--- config.mk ---
export PLATFORM = sky130hd
export DESIGN_NAME = ipml_reg_fifo_n
export DESIGN_NICKNAME = d
export VERILOG_FILES = /design/src/rtl/ipml_reg_fifo_n.sv
export SDC_FILE = /design/constraint.sdc
export NUM_CORES = 1
export LEC_CHECK = 0
export BUFFER_PORTS_ARGS = -buffer_cell sky130_fd_sc_hd__buf_4
export CAP_MARGIN = 20
export CELL_PAD_IN_SITES_DETAIL_PLACEMENT = 1
export CELL_PAD_IN_SITES_GLOBAL_PLACEMENT = 1
export CORE_MARGIN = 5
export CORE_UTILIZATION = 52
export CTS_BUF_LIST = sky130_fd_sc_hd__clkbuf_4
export DETAILED_ROUTE_END_ITERATION = 6
export PLACE_DENSITY_LB_ADDON = 0.1
export SETUP_SLACK_MARGIN = 0.15
export SLEW_MARGIN = 5
export SYNTH_ARGS = -nofsm -noshare
export SYNTH_HDL_FRONTEND = slang
export SYNTH_SLANG_ARGS = --single-unit
--- constraint.sdc ---
create_clock -name clk -period 6.04 [get_ports clk]
set_input_delay 0.604 -clock clk [delete_from_list [all_inputs] [get_ports clk]]
set_output_delay 0.604 -clock clk [all_outputs]
set_load 0.01 [all_outputs]
--- src/rtl/ipml_reg_fifo_n.sv ---
// Register-based FIFO with valid/ready handshake on both sides.
// Head word is read combinationally from storage; flush clears pointers but keeps storage contents.
module ipml_reg_fifo_n #(
  parameter int W        = 8,
  parameter int DEPTH    = 4,
  parameter int AFULL_TH = DEPTH - 1
) (
  input  logic             clk,
  input  logic             rst_n,
  input  logic             flush,
  input  logic             data_in_valid,
  input  logic [W-1:0]     data_in,
  output logic             data_in_ready,
  input  logic             data_out_ready,
  output logic [W-1:0]     data_out,
  output logic             data_out_valid,
  output logic [$clog2(DEPTH):0] level,
  output logic             almost_full
);

  localparam int AW = $clog2(DEPTH);
  localparam logic [AW:0] DEPTH_L = (AW+1)'(DEPTH);
  localparam logic [AW:0] AFULL_L = (AW+1)'(AFULL_TH);

  logic [W-1:0]  mem_q [DEPTH];
  logic [AW-1:0] wptr_q, wptr_d;
  logic [AW-1:0] rptr_q, rptr_d;
  logic [AW:0]   level_q, level_d;
  logic          wr_en, rd_en;

  // Handshake flags depend only on registered level, never on the peer's valid/ready.
  assign data_in_ready  = (level_q != DEPTH_L);
  assign data_out_valid = (level_q != '0);
  assign data_out       = mem_q[rptr_q];
  assign level          = level_q;
  assign almost_full    = (level_q >= AFULL_L);

  assign wr_en = data_in_valid & data_in_ready & ~flush;
  assign rd_en = data_out_valid & data_out_ready & ~flush;

  always_comb begin
    wptr_d  = wptr_q;
    rptr_d  = rptr_q;
    level_d = level_q;
    if (flush) begin
      wptr_d  = '0;
      rptr_d  = '0;
      level_d = '0;
    end else begin
      if (wr_en) wptr_d = wptr_q + 1'b1;
      if (rd_en) rptr_d = rptr_q + 1'b1;
      if (wr_en && !rd_en)      level_d = level_q + 1'b1;
      else if (rd_en && !wr_en) level_d = level_q - 1'b1;
    end
  end

  always_ff @(posedge clk or negedge rst_n) begin
    if (!rst_n) begin
      wptr_q  <= '0;
      rptr_q  <= '0;
      level_q <= '0;
      for (int i = 0; i < DEPTH; i++) mem_q[i] <= '0;
    end else begin
      wptr_q  <= wptr_d;
      rptr_q  <= rptr_d;
      level_q <= level_d;
      if (wr_en) mem_q[wptr_q] <= data_in;
    end
  end

endmodule

==> out/qor.yml <==
syn_inst: 140
place_congestion: 0.8502
path_class: "flop to output pin"
initial_core_util: 0.5373
routed_wl_um: 4039
cts.clk_slew.worst_paths_ns: 0.11
clock_latency_ns: 0.33
syn_area_um2: 1982
fin_tns_setup_ns: 0
max_freq_mhz: 407.5
finClkSkew_ns: 0.005760
die_h_um: 71.74
arrival_ns: 1.85
required_ns: 5.44
drt_iter0_drc: 26
cts_hold_buf: 0
synth_top_area_share: 0.4924
post_cts_resize_count: 0
worst_setup_path_end_kind: "output pin"
hp-class: "primary input to asynchronous set/reset pin"
p_leak_nw: 1.048
multi_input_comb_area_um2: 922.1
htreeDepth: 2
vdd_drop_max_mv: 0.1781
dpl.hpwl_um: 3016
layout.area.seq_um2: 975.9
synth_seq_cells: 39
ios: 27
fin_crit_ns: 2.454
first_global_vias: 1353
powerDensity_nw_per_um2: 464.4
cts.path.max_buffers: 2
synth_edf_count: 0
fin_crit_sh: 0.4063
port_buffers: 26
rsz0062_at_grt: "no"
cts_made_buffers: 5
total_power_mw: 1.042
drive_gt1_frac: 0.4848
viasPerCell: 5.676
grt_antenna_before_repair: 0
areaGrowthSynthToFinish_pct: 13.19
synthDistinctLibCells: 35
synth_async_sr_flop_share: 1.000
synth_area_per_cell_um2: 14.16
synth_area_leaders: "dfrtp_1, mux2_2, mux4_2"
grt_max_degree: 40
drc_errors: 0
n_antenna_cell: 0
grt_pass1_wl_um: 6934
die_w_um: 71.74
yosysTopAreaCell: "dfrtp_1"
worst_pin_slew_ns: 0.7646
start_kind: "flop"
slew_viol_final: 0
layout.nets: 182
fill_cells: 380
vias: 1209
num_rows: 22
clockRootBuffer: "clkbuf_4"
cap_violations: 0
syn_nets: 158
dr.pass1.iters: 4
wire_per_inst_um: 18.96
ys_warn_count: 0
ant_nets: 0
grtUsageTotal: 0.1776
core-area_um2: 3689
grt-ovfl-total: 0
outcome: "finished, final reports clean"
cts_setup_buffers: 0
ys.flop_type: "dfrtp_1"
yosysSeqAreaShare: 0.4924
cts_tree: "built"
hold_viol: 0
die_area_um2: 5146
clock-sinks: 39
finalSetupViolCount: 0
max-slew-margin-rel: 0.4892
worstPathMaxFanout: 10
==> Yosys cell counts (3+ instances only) <==
cell type	instances
o21ai_0	3
inv_1	7
nand3_4	4
ha_1	4
mux2_2	30
mux4_2	8
buf_2	5
dfrtp_1	39
nor2_1	7
==> registers in the layout, summed over array words and instances (netlist names) <==
name    count
rptr_q      2
mem_q      32
wptr_q      2
level       3
==> metal layers <==
metal / global-route usage / routed length, µm / vias up
li1: - / - / 556
met1: 0.2159 / 1717 / 623
met2: 0.3051 / 2133 / 24
met3: 0.04628 / 139 / 6
met4: 0.06054 / 48 / 0
met5: 0 / 0 / -
==> cells by family (layout without fill, tap and decap cells) <==
kind of cell	count (synthesis)	after routing	synth area share
muxes	42	42	0.2853
DFF	39	39	0.4924
and+or+nand+nor	18	18	0.07387
AOI/OAI and AO/OA	17	17	0.06187
buffers and inverters	17	42	0.04230
adders and majority gates	5	5	0.03535
xor gates and xnor gates	2	2	0.008840
==> worst max-delay path, stage by stage, from the launching register on <==
cell,delay (ns)
dfrtp_1,0.77
mux4_2,0.60
buf_4,0.16
==> where the power goes <==
group          internal (mW)  switching, mW
Combinational          0.268          0.174
Clock                 0.0544         0.0779
Sequential             0.368         0.0991
Total                  0.691          0.351
==> final timing paths <==
kind	cells past startpoint	slack, ns	startpoint	to
setup / recovery	2	3.59	rptr_q[0]$_DFFE_PN0P_	data_out[7]
hold / removal	1	0.22	rst_n	mem_q[5]$_DFFE_PN0P_
setup reg to reg	7	3.61	level[2]$_DFFE_PN0P_	level[2]$_DFFE_PN0P_
hold reg to reg	1	0.51	mem_q[26]$_DFFE_PN0P_	mem_q[26]$_DFFE_PN0P_
max in group asynchronous	1	5.49	rst_n	mem_q[30]$_DFFE_PN0P_
min in group clk	2	0.50	flush	wptr_q[0]$_DFFE_PN0P_
==> through the flow <==
step | instances | instance area, µm² | utilization | worst slack (ns) | hold WS [ns]
final | 213 | 2243 | 0.6082 | 3.586 | 0.2152
after global routing | 213 | 2243 | 0.6082 | 3.450 | 0.2291
after CTS | 213 | 2243 | 0.6082 | 3.526 | 0.2171
after detailed placement | 205 | 2186 | 0.5926 | 3.514 | 0.4906
after global placement | 205 | 2186 | 0.5926 | 3.676 | 0.4683
after floorplan | 140 | 1982 | - | 3.710 | 0.3084
==> layout make-up <==
cell class / count / area share
multi-input combinational: 84 / 0.4110
sequential: 39 / 0.4350
clock inverter: 1 / 0.002231
tap: 48 / 0.02677
timing repair buffer: 26 / 0.08700
inverter: 8 / 0.01450
clock buffer: 7 / 0.02342
==> layout by cell type, fill, tap and decap left out, types with 3 or more instances in the layout <==
cell type / count
dfrtp_1: 39
mux2_2: 30
buf_4: 26
mux4_2: 8
inv_1: 7
nor2_1: 7
clkbuf_4: 7
nand3_4: 4
ha_1: 4
o21ai_0: 3
Note: power is estimated with default switching activity, not from simulation.
